===== src/rtl/zipdbg_pkg.sv =====
// Shared constants for the multi-core ZipCPU debug controller: bus register map,
// control/status bit positions and the step sequencer state encoding.
package zipdbg_pkg;

  localparam logic [1:0] ADDR_CTRL   = 2'd0;
  localparam logic [1:0] ADDR_DATA   = 2'd1;
  localparam logic [1:0] ADDR_STATUS = 2'd2;
  localparam logic [1:0] ADDR_STEPS  = 2'd3;

  localparam int CTRL_RESET = 6;
  localparam int CTRL_STEP  = 8;
  localparam int CTRL_READY = 9;
  localparam int CTRL_HALT  = 10;
  localparam int CTRL_CLRPF = 11;
  localparam int CTRL_CC    = 12;
  localparam int CTRL_BREAK = 16;

  localparam int STAT_SEL    = 0;
  localparam int STAT_MASK   = 8;
  localparam int STAT_STICKY = 16;
  localparam int STAT_HALT   = 24;

  typedef enum logic [1:0] {
    ST_IDLE  = 2'd0,
    ST_PULSE = 2'd1,
    ST_WAIT  = 2'd2
  } step_state_t;

endpackage


===== src/rtl/zipdbg_if.sv =====
// Wishbone debug slave bus between the host and the debug controller.
interface zipdbg_if;
  logic        cyc;
  logic        stb;
  logic        we;
  logic [1:0]  addr;
  logic [31:0] wdata;
  logic        ack;
  logic        stall;
  logic [31:0] rdata;

  modport master (output cyc, stb, we, addr, wdata, input ack, stall, rdata);
  modport slave  (input cyc, stb, we, addr, wdata, output ack, stall, rdata);
endinterface


===== src/rtl/zipdbg_stepper.sv =====
// Counted single-step sequencer: releases halt on one latched core for one cycle
// per step and waits for that core to become ready before the next step.
module zipdbg_stepper
  import zipdbg_pkg::*;
#(
  parameter int LGNCPU     = 2,
  parameter int STEP_WIDTH = 16
) (
  input  logic                  i_clk,
  input  logic                  i_rst,
  input  logic                  i_start,
  input  logic [LGNCPU-1:0]     i_core,
  input  logic                  i_abort,
  input  logic                  i_load,
  input  logic [STEP_WIDTH-1:0] i_load_val,
  input  logic                  i_stall,
  input  logic                  i_break,
  output logic                  o_release,
  output logic                  o_busy,
  output logic [LGNCPU-1:0]     o_core,
  output logic [STEP_WIDTH-1:0] o_count
);

  step_state_t           state_reg;
  logic [STEP_WIDTH-1:0] count_reg;
  logic [LGNCPU-1:0]     core_reg;

  always_ff @(posedge i_clk) begin
    if (i_rst) begin
      state_reg <= ST_IDLE;
      count_reg <= '0;
      core_reg  <= '0;
    end else begin
      if (i_load)
        count_reg <= i_load_val;
      if (i_abort) begin
        state_reg <= ST_IDLE;
      end else if (i_start) begin
        state_reg <= ST_PULSE;
        core_reg  <= i_core;
        if (count_reg == '0)
          count_reg <= STEP_WIDTH'(1);
      end else begin
        case (state_reg)
          ST_PULSE: state_reg <= i_break ? ST_IDLE : ST_WAIT;
          ST_WAIT: begin
            // A completed step always counts; a break while waiting keeps the count.
            if (!i_stall) begin
              count_reg <= count_reg - STEP_WIDTH'(1);
              state_reg <= (count_reg == STEP_WIDTH'(1) || i_break) ? ST_IDLE : ST_PULSE;
            end else if (i_break) begin
              state_reg <= ST_IDLE;
            end
          end
          default: state_reg <= ST_IDLE;
        endcase
      end
    end
  end

  assign o_release = (state_reg == ST_PULSE);
  assign o_busy    = (state_reg != ST_IDLE);
  assign o_core    = core_reg;
  assign o_count   = count_reg;

endmodule


===== src/rtl/zipdbg_ctrl.sv =====
// Multi-core debug controller: one wishbone slave steering halt, reset, step,
// cache clear and register access for NCPU cores, with break latches and interrupt.
module zipdbg_ctrl
  import zipdbg_pkg::*;
#(
  parameter int NCPU         = 4,
  parameter int LGNCPU       = 2,
  parameter bit START_HALTED = 1'b0,
  parameter int STEP_WIDTH   = 16
) (
  input  logic                 i_clk,
  input  logic                 i_rst,
  zipdbg_if.slave              dbg,
  output logic [NCPU-1:0]      o_cpu_reset,
  output logic [NCPU-1:0]      o_cpu_halt,
  output logic [NCPU-1:0]      o_cpu_clear_cache,
  output logic [NCPU-1:0]      o_cpu_dbg_we,
  output logic [4:0]           o_cpu_dbg_addr,
  output logic [31:0]          o_cpu_dbg_data,
  input  logic [NCPU-1:0]      i_cpu_dbg_stall,
  input  logic [32*NCPU-1:0]   i_cpu_dbg_data,
  input  logic [4*NCPU-1:0]    i_cpu_dbg_cc,
  input  logic [NCPU-1:0]      i_cpu_break,
  output logic                 o_int
);

  localparam int NPAD = 1 << LGNCPU;

  logic [LGNCPU-1:0] sel_reg;
  logic [NCPU-1:0]   mask_reg, sticky_reg, halt_reg, reset_reg, clrpf_reg;
  logic [NCPU-1:0]   halt_next, sticky_next;
  logic [4:0]        regaddr_reg;
  logic              ack_reg, int_reg;

  // Per-core views padded to a power of two so an out-of-range select reads 0.
  logic [NPAD-1:0]   stall_pad, break_pad, halt_pad, sticky_pad, reset_pad;
  logic [NPAD-1:0]   sel_onehot_pad, step_onehot_pad;
  logic [31:0]       data_pad [NPAD];
  logic [3:0]        cc_pad   [NPAD];
  logic [NCPU-1:0]   sel_onehot, release_mask;

  logic accept, wr, ctrl_wr, data_wr, status_wr, steps_wr;
  logic step_release, step_busy, step_stall, step_break;
  logic [LGNCPU-1:0]     step_core;
  logic [STEP_WIDTH-1:0] step_count;

  generate
    for (genvar gi = 0; gi < NPAD; gi++) begin : g_pad
      if (gi < NCPU) begin : g_core
        assign data_pad[gi] = i_cpu_dbg_data[32*gi +: 32];
        assign cc_pad[gi]   = i_cpu_dbg_cc[4*gi +: 4];
      end else begin : g_none
        assign data_pad[gi] = '0;
        assign cc_pad[gi]   = '0;
      end
    end
  endgenerate

  always_comb begin
    stall_pad  = '0;
    break_pad  = '0;
    halt_pad   = '0;
    sticky_pad = '0;
    reset_pad  = '0;
    stall_pad[NCPU-1:0]  = i_cpu_dbg_stall;
    break_pad[NCPU-1:0]  = i_cpu_break;
    halt_pad[NCPU-1:0]   = halt_reg;
    sticky_pad[NCPU-1:0] = sticky_reg;
    reset_pad[NCPU-1:0]  = reset_reg;
  end

  assign sel_onehot_pad  = {{(NPAD-1){1'b0}}, 1'b1} << sel_reg;
  assign step_onehot_pad = {{(NPAD-1){1'b0}}, 1'b1} << step_core;
  assign sel_onehot      = sel_onehot_pad[NCPU-1:0];
  assign release_mask    = step_release ? step_onehot_pad[NCPU-1:0] : '0;

  assign dbg.stall = dbg.stb && (dbg.addr == ADDR_DATA) && stall_pad[sel_reg];
  assign accept    = dbg.cyc && dbg.stb && !dbg.stall;
  assign wr        = accept && dbg.we;
  assign ctrl_wr   = wr && (dbg.addr == ADDR_CTRL);
  assign data_wr   = wr && (dbg.addr == ADDR_DATA);
  assign status_wr = wr && (dbg.addr == ADDR_STATUS);
  assign steps_wr  = wr && (dbg.addr == ADDR_STEPS);

  assign step_stall = stall_pad[step_core];
  assign step_break = break_pad[step_core];

  zipdbg_stepper #(
    .LGNCPU     (LGNCPU),
    .STEP_WIDTH (STEP_WIDTH)
  ) u_stepper (
    .i_clk      (i_clk),
    .i_rst      (i_rst),
    .i_start    (ctrl_wr && dbg.wdata[CTRL_STEP]),
    .i_core     (sel_reg),
    .i_abort    (ctrl_wr && !dbg.wdata[CTRL_STEP]),
    .i_load     (steps_wr),
    .i_load_val (dbg.wdata[STEP_WIDTH-1:0]),
    .i_stall    (step_stall),
    .i_break    (step_break),
    .o_release  (step_release),
    .o_busy     (step_busy),
    .o_core     (step_core),
    .o_count    (step_count)
  );

  // A host CTRL write beats a simultaneous break for halt; break still latches sticky.
  always_comb begin
    halt_next = halt_reg | i_cpu_break;
    if (ctrl_wr)
      halt_next = (halt_next & ~sel_onehot)
                | (sel_onehot & {NCPU{dbg.wdata[CTRL_HALT] | dbg.wdata[CTRL_STEP]}});
    sticky_next = i_cpu_break
                | (sticky_reg & ~(status_wr ? dbg.wdata[STAT_STICKY +: NCPU] : {NCPU{1'b0}}));
  end

  always_ff @(posedge i_clk) begin
    if (i_rst) begin
      sel_reg     <= '0;
      mask_reg    <= '0;
      sticky_reg  <= '0;
      halt_reg    <= {NCPU{START_HALTED}};
      reset_reg   <= '1;
      clrpf_reg   <= '0;
      regaddr_reg <= '0;
      ack_reg     <= 1'b0;
      int_reg     <= 1'b0;
    end else begin
      ack_reg    <= accept;
      reset_reg  <= (ctrl_wr && dbg.wdata[CTRL_RESET]) ? sel_onehot : '0;
      clrpf_reg  <= (ctrl_wr && dbg.wdata[CTRL_CLRPF]) ? sel_onehot : '0;
      halt_reg   <= halt_next;
      sticky_reg <= sticky_next;
      int_reg    <= |(sticky_reg & mask_reg);
      if (ctrl_wr)
        regaddr_reg <= dbg.wdata[4:0];
      if (status_wr) begin
        sel_reg  <= dbg.wdata[STAT_SEL +: LGNCPU];
        mask_reg <= dbg.wdata[STAT_MASK +: NCPU];
      end
    end
  end

  always_comb begin
    dbg.rdata = '0;
    case (dbg.addr)
      ADDR_CTRL: begin
        dbg.rdata[4:0]           = regaddr_reg;
        dbg.rdata[CTRL_RESET]    = reset_pad[sel_reg];
        dbg.rdata[CTRL_STEP]     = step_busy;
        dbg.rdata[CTRL_READY]    = !stall_pad[sel_reg];
        dbg.rdata[CTRL_HALT]     = halt_pad[sel_reg];
        dbg.rdata[CTRL_CC +: 4]  = cc_pad[sel_reg];
        dbg.rdata[CTRL_BREAK]    = sticky_pad[sel_reg];
      end
      ADDR_DATA: dbg.rdata = data_pad[sel_reg];
      ADDR_STATUS: begin
        dbg.rdata[STAT_SEL +: LGNCPU]  = sel_reg;
        dbg.rdata[STAT_MASK +: NCPU]   = mask_reg;
        dbg.rdata[STAT_STICKY +: NCPU] = sticky_reg;
        dbg.rdata[STAT_HALT +: NCPU]   = halt_reg;
      end
      default: dbg.rdata[STEP_WIDTH-1:0] = step_count;
    endcase
  end

  assign dbg.ack           = ack_reg;
  assign o_cpu_reset       = reset_reg;
  assign o_cpu_halt        = i_rst ? '1 : (halt_reg & ~release_mask);
  assign o_cpu_clear_cache = clrpf_reg;
  assign o_cpu_dbg_we      = (data_wr && !i_rst) ? sel_onehot : '0;
  assign o_cpu_dbg_addr    = regaddr_reg;
  assign o_cpu_dbg_data    = dbg.wdata;
  assign o_int             = int_reg;

endmodule


===== src/flat_wrapper.sv =====
// flat-port wrapper written by rule: the top's interface ports become plain ports
module zipdbg_ctrl_flat import zipdbg_pkg::*;
#(
  parameter int NCPU         = 4,
  parameter int LGNCPU       = 2,
  parameter bit START_HALTED = 1'b0,
  parameter int STEP_WIDTH   = 16
)
  (i_clk, i_rst, o_cpu_reset, o_cpu_halt, o_cpu_clear_cache, o_cpu_dbg_we, o_cpu_dbg_addr, o_cpu_dbg_data, i_cpu_dbg_stall, i_cpu_dbg_data, i_cpu_dbg_cc, i_cpu_break, o_int, dbg_cyc, dbg_stb, dbg_we, dbg_addr, dbg_wdata, dbg_ack, dbg_stall, dbg_rdata);
  zipdbg_if dbg_i ();
  input  logic i_clk;
  input  logic i_rst;
  output logic [NCPU-1:0] o_cpu_reset;
  output logic [NCPU-1:0] o_cpu_halt;
  output logic [NCPU-1:0] o_cpu_clear_cache;
  output logic [NCPU-1:0] o_cpu_dbg_we;
  output logic [4:0] o_cpu_dbg_addr;
  output logic [31:0] o_cpu_dbg_data;
  input  logic [NCPU-1:0] i_cpu_dbg_stall;
  input  logic [32*NCPU-1:0] i_cpu_dbg_data;
  input  logic [4*NCPU-1:0] i_cpu_dbg_cc;
  input  logic [NCPU-1:0] i_cpu_break;
  output logic o_int;
  input wire logic [$bits(dbg_i.cyc)-1:0] dbg_cyc;
  input wire logic [$bits(dbg_i.stb)-1:0] dbg_stb;
  input wire logic [$bits(dbg_i.we)-1:0] dbg_we;
  input wire logic [$bits(dbg_i.addr)-1:0] dbg_addr;
  input wire logic [$bits(dbg_i.wdata)-1:0] dbg_wdata;
  output wire logic [$bits(dbg_i.ack)-1:0] dbg_ack;
  output wire logic [$bits(dbg_i.stall)-1:0] dbg_stall;
  output wire logic [$bits(dbg_i.rdata)-1:0] dbg_rdata;
  assign dbg_i.cyc = dbg_cyc;
  assign dbg_i.stb = dbg_stb;
  assign dbg_i.we = dbg_we;
  assign dbg_i.addr = dbg_addr;
  assign dbg_i.wdata = dbg_wdata;
  assign dbg_ack = dbg_i.ack;
  assign dbg_stall = dbg_i.stall;
  assign dbg_rdata = dbg_i.rdata;
  zipdbg_ctrl #(.NCPU(NCPU), .LGNCPU(LGNCPU), .START_HALTED(START_HALTED), .STEP_WIDTH(STEP_WIDTH)) u_core (.i_clk(i_clk), .i_rst(i_rst), .dbg(dbg_i), .o_cpu_reset(o_cpu_reset), .o_cpu_halt(o_cpu_halt), .o_cpu_clear_cache(o_cpu_clear_cache), .o_cpu_dbg_we(o_cpu_dbg_we), .o_cpu_dbg_addr(o_cpu_dbg_addr), .o_cpu_dbg_data(o_cpu_dbg_data), .i_cpu_dbg_stall(i_cpu_dbg_stall), .i_cpu_dbg_data(i_cpu_dbg_data), .i_cpu_dbg_cc(i_cpu_dbg_cc), .i_cpu_break(i_cpu_break), .o_int(o_int));
endmodule

===== config.mk =====
export PLATFORM = sky130hd
export DESIGN_NAME = zipdbg_ctrl_flat
export DESIGN_NICKNAME = d
export VERILOG_FILES = /design/src/rtl/zipdbg_pkg.sv /design/src/rtl/zipdbg_if.sv /design/src/rtl/zipdbg_stepper.sv /design/src/rtl/zipdbg_ctrl.sv /design/src/flat_wrapper.sv
export SDC_FILE = /design/constraint.sdc
export NUM_CORES = 1
export LEC_CHECK = 0
export ABC_AREA = 0
export CORE_MARGIN = 3
export CORE_UTILIZATION = 35
export DETAILED_ROUTE_END_ITERATION = 8
export GPL_TIMING_DRIVEN = 0
export PLACE_DENSITY = 0.78
export SYNTH_ARGS = -nofsm -noshare
export SYNTH_HDL_FRONTEND = slang
export SYNTH_SLANG_ARGS = --single-unit

===== constraint.sdc =====
create_clock -name i_clk -period 5.5 [get_ports i_clk]
set_clock_uncertainty 0.05 [all_clocks]
set_input_delay 0.55 -clock i_clk [delete_from_list [all_inputs] [get_ports i_clk]]
set_output_delay 0.55 -clock i_clk [all_outputs]
set_load 0.02 [all_outputs]

==> metrics.md <==
| Metric | Value |
|---|---|
| H-tree lvl count | 2 |
| Relative slew slack | 0.457 |
| Post-synth EDFFs | 0 |
| Clock-pin slew on the worst setup and hold paths | 0.07 ns |
| Max reg flops | 16 |
| # diodes | 0 |
| Post-route ant nets | 0 |
| R2R Path End | u_core.halt_pad[1] |
| Crit path DAT | 3.39 ns |
| DRC viols | 0 |
| Die Ht | 117 um |
| Cts repair resizes | 0 |
| Instance count of the mapped netlist | 468 |
| WHS Path Cells | 2 |
| Pre-Repair DR Iteration Count | 6 |
| Hold Fails Final Rpt | 0 |
| Vias | 5,092 |
| Final Non-Filler Cells | 884 |
| Vias per cell | 5.76 |
| Final setup violation count | 0 |
| P&R area growth vs syn | 69.8% |
| Hold Crit Class | flip-flop to flip-flop |
| Later-pin clock latency in the skew report | 0.30 ns |
| Hold Path End | u_core.o_cpu_dbg_addr[3] |
| Fillers | 989 |
| Unrepaired setup endpoints after global routing | no |
| Static Leak | 2.57 nW |
| Initial antenna violation count | 0 |
| Fin Setup TNS | 0 ns |
| Wire length per cell | 22.5 um |
| Synth top area cells | dfxtp_1, mux4_2, buf_4 |
| Root Driver | clkbuf_16 |
| R2R depth | 7 |
| Slew Limit Fails | 0 |
| 1st-iter DRT viols | 517 |
| # nets final | 941 |
| Cell variety after synth | 63 |
| Post-CTS Hold Buffers | 0 |
| CP endpoint kind | primary output |
| Post-synthesis sequential area ratio | 0.229 |
| Yosys synthesis warning count | 0 |
| Min Tclk post-route | 3.99 ns |
| CTS Buf Count | 5 |
| Starting Density | 0.367 |
| Final core utilization | 0.623 |
| Status | complete, no violations |
| Prevailing post-synth register cell | dfxtp_1 |
| Nature of the critical path startpoint | primary input |
| Req. time, crit path | 4.90 ns |
| Post-synth ARST share | 0 |
| Hold_sp | u_core.o_cpu_dbg_addr[3] |
| Tcrit/Tclk final | 0.726 |
| Biggest area consumer among synthesized cells | dfxtp_1 |
| Peak VDD IR | 133 uV |
| Post-CTS Setup Bufs | 0 |
| Ports | 279 |
| Fmax | 0.251 GHz |
| Avg Synthesized Cell Area | 9.14 um^2 |
| Crit path kind | primary input to primary output |
| Number of I/O port buffers | 265 |
| Final HPWL from detailed placement | 16,400 um |
| CP Max Fanout | 10 |
| R2r startpoint | u_core.sel_reg[1] |
| Worst-margin pin slew | 0.814 ns |
| Die width | 117 um |
| Placer congestion estimate | 0.950 |
| Post-synth top area share | 0.229 |
| CORE AREA | 11,700 um^2 |
| Largest net degree at the start of global routing | 19 |
| Vias in the first global route | 5,195 |
| Clock tree sinks | 49 |
| R2R setup slack | 3.00 ns |
| Row Count | 39 |
| Synthesis-stage register bit count | 49 |
| CTS Buffer Depth | 2 |
| Post-Syn Area | 4280 um^2 |
| Fraction of layout cells with a size suffix above 1 | 0.147 |
| Global Route Usage Sum | 0.278 |
| Syn Nets | 669 |
| Power Density | 152 nW/um^2 |
| CTS tree | done |
| Die area | 13,600 um^2 |
| Total gr overflow | 0 |
| Max Cap Viol | 0 |
| Detailed Route WL | 19,900 um |
| First-pass GRT wire length | 28,900 um |
| Placed cell count | 876 |
[layer usage]
layer  GRT usage  vias up  wire [um]
li1            -     2292          -
met1       0.368     2402       7700
met2       0.458      360       9890
met3      0.0694       38       1920
met4      0.0665        0        380
met5           0        -          0
[synthesized netlist by cell type (2+ instances only)]
master    count
a211oi_1      3
a21oi_1      25
a221oi_1      6
a222oi_1      6
a22oi_1      13
a311oi_1      2
a31oi_1       2
a32oi_1       2
and2_1       12
and3_1        4
and4_1        2
buf_1         6
buf_2         9
buf_4        34
clkbuf_1     14
dfxtp_1      49
ha_1         10
inv_1        17
mux2_2        2
mux2i_1      17
mux4_2       41
nand2_1      48
nand2b_1      4
nand3_1      11
nand3b_1      2
nand4_1       4
nor2_1       28
nor2b_1       9
nor3_1       12
nor4_1        4
o211ai_1      2
o21ai_0      24
o21ai_1       2
o221ai_1      3
o22ai_1       7
o31ai_1       2
or3_1         2
xnor2_1       2
xor2_1        2
[cell usage in the layout (no fill, tap or decap), drive strengths merged, types with 3 or more instances in the layout]
master,count
buf,50
nor4,5
inv,19
nor2b,10
a222oi,6
a221oi,8
a21oi,26
nand4,4
and3,4
nor2,29
mux2i,17
nand2b,5
o22ai,7
nand2,48
nor3,13
a22oi,13
clkdlybuf4s50,265
ha,10
a211oi,3
dfxtp,49
o21ai,27
mux4,41
clkbuf,19
o221ai,4
and2,12
nand3,12
[worst max-delay path by stage]
| stage | to | startpoint | slack, ns | cells past startpoint |
|---|---|---|---|---|
| 2_1_floorplan | o_cpu_dbg_we[0] | dbg_addr[1] | 2.95 | 6 |
| 3_3_place_gp | o_cpu_dbg_we[0] | dbg_addr[1] | 1.65 | 8 |
| 3_5_place_dp | o_cpu_dbg_we[0] | dbg_addr[1] | 1.54 | 8 |
| 4_1_cts | o_cpu_dbg_we[0] | dbg_addr[1] | 1.53 | 8 |
| 5_1_grt | o_cpu_dbg_we[0] | dbg_addr[1] | 1.35 | 8 |
| 6_report | o_cpu_dbg_we[0] | dbg_addr[1] | 1.51 | 8 |
[power breakdown]
| part | leakage (nW) | internal (mW) | switching (mW) | total (mW) |
|---|---|---|---|---|
| clock | 0.0763 | 0.175 | 0.156 | 0.331 |
| sequential | 0.399 | 0.363 | 0.00998 | 0.373 |
| combinational | 2.10 | 0.236 | 0.164 | 0.399 |
[final cells by class]
| type | count | area, um^2 | share of cell area |
|---|---|---|---|
| plain buffers | 64 | 387 | 0.0532 |
| well taps | 143 | 179 | 0.0246 |
| clock inverters | 3 | 28.8 | 0.00396 |
| repair buffers | 265 | 2650 | 0.365 |
| clock buffers | 5 | 125 | 0.0172 |
| inverters | 17 | 63.8 | 0.00878 |
| multi-input cells | 338 | 2850 | 0.392 |
| flip-flops and latches | 49 | 981 | 0.135 |
[through the flow]
stage	area (um^2)	setup WS [ns]	power, mW	hold slack, ns
floorplan	4280	2.95	0.542	0.417
global placement	7110	1.65	0.771	0.415
detailed placement	7110	1.54	0.777	0.418
CTS	7260	1.53	1.10	0.428
global route	7260	1.35	1.14	0.444
finish	7260	1.51	1.10	0.431
[cell families after synthesis]
group,Yosys count,synth area share
simple gates,151,0.182
flops,49,0.229
compound gates,113,0.185
fa+ha+maj,10,0.0292
buf+inv,81,0.105
xor+xnor,4,0.00819
mux,60,0.261
[critical path, cell delays in order]
cell             delay, ns
clkdlybuf4s50_1       0.48
inv_1                 0.11
ha_1                  0.14
clkbuf_1              0.35
buf_1                 0.55
nand4_1               0.33
nor3_1                0.23
clkdlybuf4s50_1       0.65
(Power assumes the default switching activity.)
